## src/rtl/imem_loader_if.sv

```systemverilog
// Byte-stream handshake into the instruction-memory loader.
// Latency: none (pure wiring); Byte_Ready is driven by the loader.
// Backpressure: a byte transfers only on a cycle with Byte_Valid & Byte_Ready.
// Signals: Byte_In (stream byte), Byte_Valid (source has a byte), Byte_Ready (loader takes it).
interface imem_loader_if;
    logic [7:0] Byte_In;
    logic       Byte_Valid;
    logic       Byte_Ready;

    modport master (output Byte_In, output Byte_Valid, input Byte_Ready);
    modport slave  (input Byte_In, input Byte_Valid, output Byte_Ready);
endinterface

```

## src/rtl/imem_loader.sv

```systemverilog
// Programs the byte-addressed instruction RAM from a framed stream
// (count byte, 4*N data bytes MSB-first per word, XOR checksum byte)
// and holds the CPU in reset until a load finishes with a good checksum.
// Latency: RAM write strobe 1 cycle after each accepted data byte.
// Backpressure: Byte_Ready is high only while expecting count/data/checksum.
// Ports: Clk, Reset (async, active-high), Start (load pulse), bs (byte
// stream, slave side), Mem_We/Mem_Addr/Mem_Wdata (RAM write port),
// Word_Done/Last_Word (word progress), Cpu_Hold, Load_Done, Load_Err, Err_Code.
module imem_loader #(
    parameter int ADDR_WIDTH = 7,
    parameter int MAX_WORDS  = 32
) (
    input  logic                  Clk,
    input  logic                  Reset,
    input  logic                  Start,
    imem_loader_if.slave          bs,
    output logic                  Mem_We,
    output logic [ADDR_WIDTH-1:0] Mem_Addr,
    output logic [7:0]            Mem_Wdata,
    output logic                  Word_Done,
    output logic [31:0]           Last_Word,
    output logic                  Cpu_Hold,
    output logic                  Load_Done,
    output logic                  Load_Err,
    output logic [1:0]            Err_Code
);

    // Counter reaches 4*MAX_WORDS without wrapping.
    localparam int CW = $clog2(4 * MAX_WORDS + 1);

    typedef enum logic [2:0] {
        S_IDLE, S_COUNT, S_DATA, S_CHECK, S_DONE, S_ERROR
    } state_t;

    state_t          r_state, w_next;
    logic [7:0]      r_csum;
    logic [CW-1:0]   r_cnt;
    logic [CW-1:0]   r_last;     // index of the final data byte (4N-1)
    logic [23:0]     r_asm;      // first three bytes of the word in flight
    logic            w_rdy;
    logic            w_accept;
    logic            w_cnt_bad;

    assign w_rdy         = (r_state == S_COUNT) || (r_state == S_DATA) || (r_state == S_CHECK);
    assign bs.Byte_Ready = w_rdy;
    assign w_accept      = bs.Byte_Valid & w_rdy;
    assign w_cnt_bad     = (bs.Byte_In == 8'd0) || (bs.Byte_In > 8'(MAX_WORDS));

    always_ff @(posedge Clk or posedge Reset) begin
        if (Reset) r_state <= S_IDLE;
        else       r_state <= w_next;
    end

    always_comb begin
        w_next = r_state;
        case (r_state)
            S_IDLE:  if (Start) w_next = S_COUNT;
            S_COUNT: if (w_accept) w_next = w_cnt_bad ? S_ERROR : S_DATA;
            S_DATA:  if (w_accept && (r_cnt == r_last)) w_next = S_CHECK;
            S_CHECK: if (w_accept) w_next = (bs.Byte_In == r_csum) ? S_DONE : S_ERROR;
            S_DONE,
            S_ERROR: if (Start) w_next = S_COUNT;
            default: w_next = S_IDLE;
        endcase
    end

    always_ff @(posedge Clk or posedge Reset) begin
        if (Reset) begin
            Mem_We    <= 1'b0;
            Mem_Addr  <= '0;
            Mem_Wdata <= 8'd0;
            Word_Done <= 1'b0;
            Last_Word <= 32'd0;
            Cpu_Hold  <= 1'b1;
            Load_Done <= 1'b0;
            Load_Err  <= 1'b0;
            Err_Code  <= 2'd0;
            r_csum    <= 8'd0;
            r_cnt     <= '0;
            r_last    <= '0;
            r_asm     <= 24'd0;
        end else begin
            Mem_We    <= 1'b0;
            Word_Done <= 1'b0;
            case (r_state)
                S_IDLE: begin
                    r_csum    <= 8'd0;
                    r_cnt     <= '0;
                    Load_Done <= 1'b0;
                    Load_Err  <= 1'b0;
                    Err_Code  <= 2'd0;
                    Cpu_Hold  <= 1'b1;
                end
                S_COUNT: if (w_accept) begin
                    if (w_cnt_bad) begin
                        Load_Err <= 1'b1;
                        Err_Code <= 2'd1;
                    end else begin
                        r_csum <= bs.Byte_In;
                        r_cnt  <= '0;
                        r_last <= {bs.Byte_In[CW-3:0], 2'b00} - CW'(1);
                    end
                end
                S_DATA: if (w_accept) begin
                    Mem_We    <= 1'b1;
                    Mem_Addr  <= r_cnt[ADDR_WIDTH-1:0];
                    Mem_Wdata <= bs.Byte_In;
                    r_csum    <= r_csum ^ bs.Byte_In;
                    r_cnt     <= r_cnt + CW'(1);
                    r_asm     <= {r_asm[15:0], bs.Byte_In};
                    // Fourth byte of a word: publish the word alongside its write.
                    if (r_cnt[1:0] == 2'd3) begin
                        Last_Word <= {r_asm, bs.Byte_In};
                        Word_Done <= 1'b1;
                    end
                end
                S_CHECK: if (w_accept) begin
                    if (bs.Byte_In == r_csum) begin
                        Load_Done <= 1'b1;
                        Cpu_Hold  <= 1'b0;
                    end else begin
                        Load_Err <= 1'b1;
                        Err_Code <= 2'd2;
                    end
                end
                S_DONE, S_ERROR: if (Start) begin
                    Load_Done <= 1'b0;
                    Load_Err  <= 1'b0;
                    Err_Code  <= 2'd0;
                    Cpu_Hold  <= 1'b1;
                end
                default: ;
            endcase
        end
    end

endmodule
```

## src/flat_wrapper.sv

```systemverilog
// flat-port wrapper written by rule: the top's interface ports become plain ports
module imem_loader_flat 
#(
    parameter int ADDR_WIDTH = 7,
    parameter int MAX_WORDS  = 32
)
  (Clk, Reset, Start, Mem_We, Mem_Addr, Mem_Wdata, Word_Done, Last_Word, Cpu_Hold, Load_Done, Load_Err, Err_Code, bs_Byte_In, bs_Byte_Valid, bs_Byte_Ready);
  imem_loader_if bs_i ();
  input  logic Clk;
  input  logic Reset;
  input  logic Start;
  output logic Mem_We;
  output logic [ADDR_WIDTH-1:0] Mem_Addr;
  output logic [7:0] Mem_Wdata;
  output logic Word_Done;
  output logic [31:0] Last_Word;
  output logic Cpu_Hold;
  output logic Load_Done;
  output logic Load_Err;
  output logic [1:0] Err_Code;
  input wire logic [$bits(bs_i.Byte_In)-1:0] bs_Byte_In;
  input wire logic [$bits(bs_i.Byte_Valid)-1:0] bs_Byte_Valid;
  output wire logic [$bits(bs_i.Byte_Ready)-1:0] bs_Byte_Ready;
  assign bs_i.Byte_In = bs_Byte_In;
  assign bs_i.Byte_Valid = bs_Byte_Valid;
  assign bs_Byte_Ready = bs_i.Byte_Ready;
  imem_loader #(.ADDR_WIDTH(ADDR_WIDTH), .MAX_WORDS(MAX_WORDS)) u_core (.Clk(Clk), .Reset(Reset), .Start(Start), .bs(bs_i), .Mem_We(Mem_We), .Mem_Addr(Mem_Addr), .Mem_Wdata(Mem_Wdata), .Word_Done(Word_Done), .Last_Word(Last_Word), .Cpu_Hold(Cpu_Hold), .Load_Done(Load_Done), .Load_Err(Load_Err), .Err_Code(Err_Code));
endmodule
```

## config.mk

```make
export PLATFORM = sky130hd
export DESIGN_NAME = imem_loader_flat
export DESIGN_NICKNAME = d
export VERILOG_FILES = /design/src/rtl/imem_loader_if.sv /design/src/rtl/imem_loader.sv /design/src/flat_wrapper.sv
export SDC_FILE = /design/constraint.sdc
export NUM_CORES = 1
export LEC_CHECK = 0
export CORE_ASPECT_RATIO = 0.7
export CORE_MARGIN = 3
export CORE_UTILIZATION = 40
export DETAILED_ROUTE_END_ITERATION = 12
export PLACE_DENSITY = 0.69
export SKIP_CTS_REPAIR_TIMING = 1
export SKIP_LAST_GASP = 1
export SLEW_MARGIN = 20
export SYNTH_ARGS = -nofsm -noshare
export SYNTH_HDL_FRONTEND = slang
export SYNTH_SLANG_ARGS = --single-unit
```

## constraint.sdc

```tcl
create_clock -name Clk -period 3.3 [get_ports Clk]
set_clock_uncertainty 0.1 [all_clocks]
set_input_delay 0.33 -clock Clk [delete_from_list [all_inputs] [get_ports Clk]]
set_output_delay 0.33 -clock Clk [all_outputs]
set_load 0.05 [all_outputs]
```

==> out/results.ini, run 1 <==
[run_status]
outcome=finished clean

[detailed_routing]
ant_nets=0
drcViolationCount=0
routed-via-count=3161
avgViaCountPerCell=5.19
drt_iter0_markers=302
first_pass_iters=4
wl_per_cell_um=16.3
wirelength_um=9940

[sta]
fmax_mhz=351
fin_setup_tns_ps=0
fin_crit_sh_pct=86.2
maxSlewHeadroom_pct=50.8
setup_viol=0
rsz0062_at_grt=no
whs_ps=277
period_needed_ps=2850
slew_viol_final=0
hold_violations=0
tightest_slew_ps=738

[placement]
port_buffers=66
dp_hpwl_um=6840
globalplace.congestion=0.824
dp_cells=593

[synthesis]
synth.area.mux_share_pct=9.16
synthTopCellsByArea=dfrtp_1 (55%), mux2_2 (8.9%), nand2_1 (8.8%)
synth_compound_area_share_pct=9.51
yosys_register_bits=96
synth.top_cell.area_share_pct=55.4
synth_top_area_cell=dfrtp_1
synth_cell_type_count=45
synth_top_family_by_area=simple AND/OR/NAND/NOR gates
synthArstFlopShare_pct=100
ys_seq_area_share_pct=56.1
synthTopCellsByCount=nand2_1 (100), dfrtp_1 (95), nor2_1 (38)
synth_xor_area_share_pct=3.47
synthFlopType=dfrtp_1
synth_simple_gate_area_share_pct=16.4
yosysMostFrequentCell=nand2_1
syn_area_per_cell_um2=10.2
synth_adder_area_share_pct=0.584
syn-cell-area_um2=4290
synth_nets=434
ys_warn_count=0
synth_edf_count=0
netlist_instances=420

[clock_tree]
cts_max_path_buffers=2
clk_pin_slew_worst_paths_ps=60
clockRootBuffer=clkbuf_16
htree_levels=3
cts_sinks=96
clk_latency_ps=350
tritoncts=done
cts_buffers=9

[global_routing]
grt_pass1_wl_um=16300
gr-total-overflow=0
grt_pass1_vias=3100
antenna_found_initial=0
grt_max_degree=59
grt_usage_pct=17.4

[finish]
ff_latch_area_um2=2400
syn2layout_area_growth_pct=23.9
multi_input_area_um2=1680
fin_util_pct=52.8
fillers=868
layout-drive-gt1-share_pct=13.9
diodes=0
nets=490
final_cells=609

[worst_setup_path]
max_stage_delay_ps=540
crit_path_max_fanout=14
startpoint_type=input pin
arrival_ps=2960
path_class=input pin to register
slowest_stage=mux2i_1
required_ps=3410
end_kind=register
crit_chain=clkdlybuf4s50_1 > inv_1 > ha_1 > nor4b_4 > mux2i_1 > o21ba_2 > or2_1 > o21ai_1

[flow_run]
cap_violations=0

[pwr]
p_int_uw=2240
power_frac_comb_pct=23.9
peakVddDrop_mv=0.293
pwr-share-clk_pct=30.7
p_leak_uw=0.00250
pwr-share-seq_pct=45.4
p_sw_share_pct=33.5
switchingPower_uw=1120
p_per_area_nw_per_um2=633

[floorplan]
core_area_um2=10100
die_area_um2=12000
io_pins=67
std_cell_rows=30
die_h_um=92.6
die_w_um=130
initial_core_util_pct=42.6

[worst_hold_path]
min_path_type=input pin to asynchronous set/reset pin

[per-stage QoR]
step	total power [uW]	area, um2	setup WS (ps)
after floorplan	2130	4290	366
after global placement	2320	5020	340
after detailed placement	2350	5020	132
after CTS	3380	5310	486
after global routing	3540	5310	294
final	3360	5310	455
[placed cells by master (no fill, tap or decap), drive strengths merged, types with 9 or more instances in the layout]
cell type	n
a21oi	12
buf	10
clkbuf	12
clkdlybuf4s50	66
dfrtp	95
inv	9
mux2	34
nand2	101
nor2	38
o21ai	26
o31ai	13
xnor2	16
[worst max-delay path, delay by kind of cell]
family	cells	cell delay, ps
compound gates	2	540
fa+ha+maj	1	220
buf+inv	2	650
mux	1	540
simple gates	2	660
[cells by family after synthesis]
family / Yosys count
AO/OA/AOI/OAI: 66
XOR/XNOR: 17
adder cells (fa/ha/maj): 2
buffers and inverters: 39
flip-flops: 96
multiplexers: 35
AND/OR/NAND/NOR: 165
[registers in the layout, summed over array words and instances (netlist names)]
signal / flops
u_core.Cpu_Hold: 1
u_core.Err_Code: 2
u_core.Last_Word: 32
u_core.Load_Done: 1
u_core.Load_Err: 1
u_core.Mem_Addr: 7
u_core.Mem_Wdata: 7
u_core.Mem_We: 1
u_core.Word_Done: 1
u_core.r_asm: 17
u_core.r_cnt: 8
u_core.r_csum: 8
u_core.r_last: 7
u_core.r_state: 3
[metal layers]
metal	GRT usage (%)	part of all wire [%]	vias up
met5	0	0	-
met1	26.5	50	1563
met2	24.1	44	84
li1	-	-	1510
met4	5.10	0.57	0
met3	4.84	5.8	4
[final cells by class]
type	instances	share of cell area (%)
flip-flops and latches	96	45.2
multi-input cells	285	31.6
repair buffers	76	14.1
clock buffers	12	4.45
well taps	128	3.01
clock inverters	4	1.01
inverters	8	0.612
[final timing paths]
| check | startpoint | endpoint | slack [ps] | cells past startpoint |
|---|---|---|---|---|
| max | bs_Byte_In[0] | u_core.r_csum[4]$_DFFE_PP0P_ | 450 | 8 |
| min | Reset | u_core.Last_Word[7]$_DFFE_PP0P_ | 280 | 2 |
| max reg2reg | u_core.r_state[1]$_DFFE_PP0P_ | u_core.r_csum[4]$_DFFE_PP0P_ | 890 | 5 |
| min reg2reg | u_core.r_asm[16]$_DFFE_PP0P_ | u_core.r_asm[16]$_DFFE_PP0P_ | 380 | 2 |
| max in group asynchronous | Reset | u_core.r_cnt[4]$_DFFE_PP0P_ | 2150 | 3 |
| min in group Clk | u_core.r_asm[16]$_DFFE_PP0P_ | u_core.r_asm[16]$_DFFE_PP0P_ | 380 | 2 |
[power groups by stage]
stage | Clock (uW) | Combinational, uW | Sequential [uW]
global route | 1110 | 883 | 1550
finish | 1030 | 803 | 1530
global placement | 0 | 784 | 1540
CTS | 1050 | 807 | 1520
floorplan | 0 | 609 | 1520
detailed placement | 0 | 802 | 1540
Power figures use the tool's default switching activity.
==> run 2, diff against run 1 <==
--- a/config.mk
+++ b/config.mk
@@ -7,9 +7,9 @@
 export LEC_CHECK = 0
 export CORE_ASPECT_RATIO = 0.7
 export CORE_MARGIN = 3
-export CORE_UTILIZATION = 40
+export CORE_UTILIZATION = 54
 export DETAILED_ROUTE_END_ITERATION = 12
-export PLACE_DENSITY = 0.69
+export PLACE_DENSITY = 0.87
 export SKIP_CTS_REPAIR_TIMING = 1
 export SKIP_LAST_GASP = 1
 export SLEW_MARGIN = 20
==> run 2 against run 1 <==
- combinational power rose by 7.1%
- hold slack improved by 49 ps
- via count rose by 5.7%
- maximum frequency fell by 0.90%
- power rose by 0.75%
- core utilization rose by 17 points
- wire length rose by 0.57%
- flip-flop and latch count did not move
- cell count fell by 4.9%
- count of clock-buffer cells in the layout fell by 2
- sequential power barely moved
- non-clock buffer count did not move
- critical path type unchanged
==> out/results.ini, run 2 (same netlist as run 1, synthesis figures left out) <==
[run_status]
outcome=finished clean

[sta]
slew_viol_final=0  ; unchanged
fin_crit_sh_pct=87.0  ; +0.79 points
hold_violations=0  ; unchanged
setup_viol=0  ; unchanged
period_needed_ps=2870  ; +26.0 ps
fin_setup_tns_ps=0  ; unchanged
post-route-worst-setup-slack_ps=429  ; -26.0 ps
rsz0062_at_grt=no
tightest_slew_ps=712  ; -26.1 ps
maxSlewHeadroom_pct=52.5  ; +1.7 points
fmax_mhz=348  ; -0.90%
whs_ps=326  ; +48.8 ps

[clock_tree]
cts_max_path_buffers=2  ; unchanged
tritoncts=done
clk_latency_ps=340  ; about the same
clockRootBuffer=clkbuf_16
cts_buffers=9  ; unchanged
clk_pin_slew_worst_paths_ps=70  ; about the same
cts_sinks=96  ; unchanged
htree_levels=3  ; unchanged

[floorplan]
initial_core_util_pct=57.1  ; +14 points
std_cell_rows=26  ; -13%
die_area_um2=9060  ; -25%
io_pins=67  ; unchanged
core_area_um2=7510  ; -25%
die_w_um=113  ; -13%
die_h_um=80.6  ; -13%

[detailed_routing]
avgViaCountPerCell=5.77  ; +11%
wl_per_cell_um=17.3  ; +5.8%
drt_iter0_markers=280  ; -7.3%
wirelength_um=10000  ; +0.57%
routed-via-count=3342  ; +5.7%
first_pass_iters=5  ; +1
ant_nets=0  ; unchanged
drcViolationCount=0  ; unchanged

[worst_setup_path]
crit_path_max_fanout=14  ; unchanged
rr_startpoint=u_core.r_state[1]$_DFFE_PP0P_
slowest_stage=clkdlybuf4s50_1
worstReg2RegEnd=u_core.Last_Word[14]$_DFFE_PP0P_
path_class=input pin to register
ff2ff_setup_slack_ps=760  ; -130 ps
startpoint_type=input pin
end_kind=register
path_delay_family=simple AND/OR/NAND/NOR gates
max_stage_delay_ps=540  ; about the same
crit_chain=clkdlybuf4s50_1 > inv_1 > ha_1 > nor4b_4 > mux2i_1 > o21ba_2 > or2_1 > o21ai_1
required_ps=3400  ; about the same
r2r_cells=7  ; +2
arrival_ps=2970  ; about the same
crit_buf_inv=2  ; unchanged

[finish]
fin_util_pct=70.3  ; +17 points
top_regs=u_core.Last_Word: 32 flops, u_core.r_asm: 17 flops
nets=490  ; unchanged
multi_input_area_um2=1680  ; unchanged
final_cell_mix=nand2_1 (100), dfrtp_1 (95), clkdlybuf4s50_1 (66), nor2_1 (38), mux2_2 (34)
largest_reg_flops=32  ; unchanged
top_register=u_core.Last_Word
syn2layout_area_growth_pct=23.2
layout-drive-gt1-share_pct=14.6  ; +0.62 points
ff_latch_area_um2=2400  ; unchanged
diodes=0  ; unchanged
finish.instance_area_um2=5280  ; -0.57%
mostFrequentLayoutCell=nand2_1
fillers=509  ; -41%

[global_routing]
grt_max_degree=97  ; +64%
met1_usage_pct=31.3  ; +4.8 points
grt_pass1_vias=3273  ; +5.6%
gr-total-overflow=0  ; unchanged
grt_usage_pct=23.1  ; +5.7 points
grt_pass1_wl_um=16500  ; +0.76%
use_met2_pct=36.4  ; +12 points
grtUsageMet3_pct=5.65  ; +0.81 points
busiest_layer=met2
antenna_found_initial=0  ; unchanged

[worst_hold_path]
min_path_type=input pin to asynchronous set/reset pin

[pwr]
peakVddDrop_mv=0.357  ; +22%
p_leak_uw=0.00251  ; +0.26%
p_per_area_nw_per_um2=641  ; +1.3%

[placement]
pre_cts_ws_ps=163  ; +31.3 ps
dp_hpwl_um=6710  ; -1.8%
globalplace.congestion=0.875  ; +6.2%
placedInstanceArea_um2=4980  ; -0.77%
port_buffers=66  ; unchanged

[flow_run]
cap_violations=0  ; unchanged

run 2: cell types whose count changed in the layout (fill, tap and decap cells not counted), sizes merged:
cell | before | now
inv | 9 | 10
clkinv | 0 | 2
clkbuf | 12 | 10
bufinv | 1 | 0
run 2: power by group:
| part | switching (uW) | leakage (uW) | internal, uW |
|---|---|---|---|
| Sequential | 171 | 0.00130 | 1330 |
| Combinational | 535 | 0.00107 | 325 |
| Clock | 481 | 0.000140 | 549 |
run 2: layout make-up:
type	count	share of cell area (%)
Tap cell	98	2.32
Clock inverter	6	1.14
Clock buffer	10	4.52
Sequential cell	96	45.5
Multi-Input combinational cell	285	31.8
Timing Repair Buffer	76	14.2
Inverter	8	0.592
run 2: stage by stage:
stage,cells,total power (uW)
final,579,3390
after floorplan,420,2130
after CTS,579,3390
after global placement,563,2310
after global routing,579,3530
after detailed placement,563,2360
run 2: worst max-delay path by stage:
stage                       start                        endpoint  cells after the start
global placement    bs_Byte_In[1]    u_core.r_csum[1]$_DFFE_PP0P_                      8
finish              bs_Byte_In[1]     u_core.r_cnt[1]$_DFFE_PP0P_                      8
detailed placement  bs_Byte_In[1]    u_core.r_csum[6]$_DFFE_PP0P_                      8
floorplan                   Reset  u_core.Err_Code[0]$_DFFE_PP0P_                      1
global route        bs_Byte_In[1]     u_core.r_cnt[1]$_DFFE_PP0P_                      8
CTS                 bs_Byte_In[1]     u_core.r_cnt[1]$_DFFE_PP0P_                      8
run 2: metal layers:
metal | vias to the layer above | part of all wire (%)
met4 | 0 | 2.1
met5 | - | 0
met3 | 23 | 5.9
li1 | 1509 | -
met2 | 144 | 48
met1 | 1666 | 44
run 2: tightest hold or removal path: stages:
cell and delay [ps]:
clkdlybuf4s50_1 430, clkinv_2 70, buf_12 380
==> edit, RTL diff (config.mk and constraints of run 1) <==
Encoding of `state_t`: now one-hot (6 bits for 6 states).
--- a/src/rtl/imem_loader.sv
+++ b/src/rtl/imem_loader.sv
@@ -30,4 +30,4 @@
 
-    typedef enum logic [2:0] {
-        S_IDLE, S_COUNT, S_DATA, S_CHECK, S_DONE, S_ERROR
+    typedef enum logic [5:0] {
+        S_IDLE = 6'b000001, S_COUNT = 6'b000010, S_DATA = 6'b000100, S_CHECK = 6'b001000, S_DONE = 6'b010000, S_ERROR = 6'b100000
     } state_t;
Formal check against the unedited RTL: no difference found for any inputs over 10 cycles, from zero or initial values and one cycle with Reset high; not proved beyond that.
==> edit against run 1 <==
- routed wire length up 0.55%
- non-clock buffer count up 3
- largest power group unchanged
- sequential cell count up 3
- design area up 3.4%
- register-to-register slack worse by 20 ps
- total power down 11%
- setup slack worse by 140 ps
- synthesized area up 3.7%
==> edit: results (changes against run 1) <==
Cells and area
  – Fillers: 955 (was 868)
  – Final nets: 510 (was 490)
  – Layout cells sized above 1: 13.3% (was 13.9%)

Pwr
  – Leak: 0.00264 uW (was 0.00250 uW)
  – Total Power: 2980 uW (was 3360 uW)
  – Maximum VDD drop: 0.260 mV (was 0.293 mV)

Worst setup path
  – CP max stage delay: 810 ps (was 540 ps)
  – CP max-delay cell: clkdlybuf4s50_1 (was mux2i_1)
  – Critical path peak fanout: 6 (was 14)
  – Crit path launch: u_core.r_state[4] (was bs_Byte_In[0])
  – Critical R2R Launch: u_core.r_state[2] (was u_core.r_state[1])
  – R2r endpoint: u_core.Err_Code[1] (was u_core.r_csum[4])
  – R2R Setup Slk: 870 ps (was 890 ps)
  – Critical Path AT: 2560 ps (was 2960 ps)

Routing
  – Vias per inst: 5.14 (was 5.19)
  – Met3 Routed Length: 572 um (was 580 um)
  – Wirelength per Cell: 15.5 um (was 16.3 um)
  – Wl on met1: 4590 um (was 4930 um)
  – Met2 routed WL: 4680 um (was 4380 um)

Global routing
  – Gr usage total: 17.1% (was 17.4%)
  – Pin count of the biggest net entering global routing: 57 (was 59)
  – First-pass GRT wire length: 16900 um (was 16300 um)

Place
  – Area post-placement: 0.00524 mm2 (was 0.00502 mm2)
  – Placed cell count: 633 (was 593)
  – RePlAce Congestion: 0.909 (was 0.824)
  – Post-DP HPWL: 7050 um (was 6840 um)

STA
  – Worst slew margin: 52.3% (was 50.8%)

Synth
  – Synth cell count leaders: nand2_1, dfrtp_1, o21ai_0 (was nand2_1, dfrtp_1, nor2_1)
  – Post-Syn Nets: 449 (was 434)
  – Sequential cell area fraction in the yosys report: 55.8% (was 56.1%)
  – Synth Instances: 435 (was 420)

Status
  – Run status: complete, no violations (unchanged)
-- edit: cell count changes after synthesis, moves of 4 or more --
cell / change
o21ai_0: +29
buf_2: -4
o31ai_1: -12
o21ai_1: -9
a21oi_1: -9
and4_1: +4
nand2_1: +11
nor2_1: -13
-- edit: critical path: cells and delay by family (launching register included) --
family | cells | cell delay [ps]
simple gates | 3 | 980
flops | 1 | 440
buf+inv | 1 | 810
-- edit: cell families (layout without fill, tap and decap cells) --
family	Yosys count	count (layout)	share of synthesized area (%)
buf+inv	39	102	4.67
mux	34	34	8.58
xor+xnor	20	20	3.94
fa+ha+maj	2	2	0.562
compound gates	67	67	8.80
simple gates	174	174	17.7
flops	99	99	55.8
-- edit: report_power, final --
group	internal (uW)	switching [uW]
logic	247	418
clock network	521	425
registers	1290	79.8
-- edit: worst min-delay path by stage --
stage / end / slack [ps] / cells after the start
after floorplan: u_core.Mem_Wdata[6] / 340 / 2
after global placement: u_core.r_asm[22] / 350 / 2
after detailed placement: u_core.r_asm[23] / 370 / 2
after CTS: u_core.r_asm[23] / 380 / 2
after global routing: u_core.r_asm[18] / 410 / 2
final: u_core.Last_Word[25] / 360 / 2
-- edit: layout make-up --
cell class	count	area [um2]	area share [%]
Sequential cell	99	2480	45.1
Clock inverter	2	13.8	0.251
Timing Repair Buffer	79	771	14.0
Multi-Input combinational cell	297	1760	32.1
Clock buffer	11	243	4.42
Inverter	10	40.0	0.729
Tap cell	148	185	3.37
-- edit: layer usage --
metal,global-route usage (%),vias to the layer above
met5,0,-
met4,5.59,0
met3,4.39,12
met2,27.4,98
met1,22.8,1640
li1,-,1572
-- edit: stage by stage --
step | worst slack (ps) | hold WS [ps]
final | 315 | 364
after global routing | 231 | 406
after global placement | 393 | 355
after floorplan | 283 | 335
after CTS | 299 | 380
after detailed placement | 308 | 365
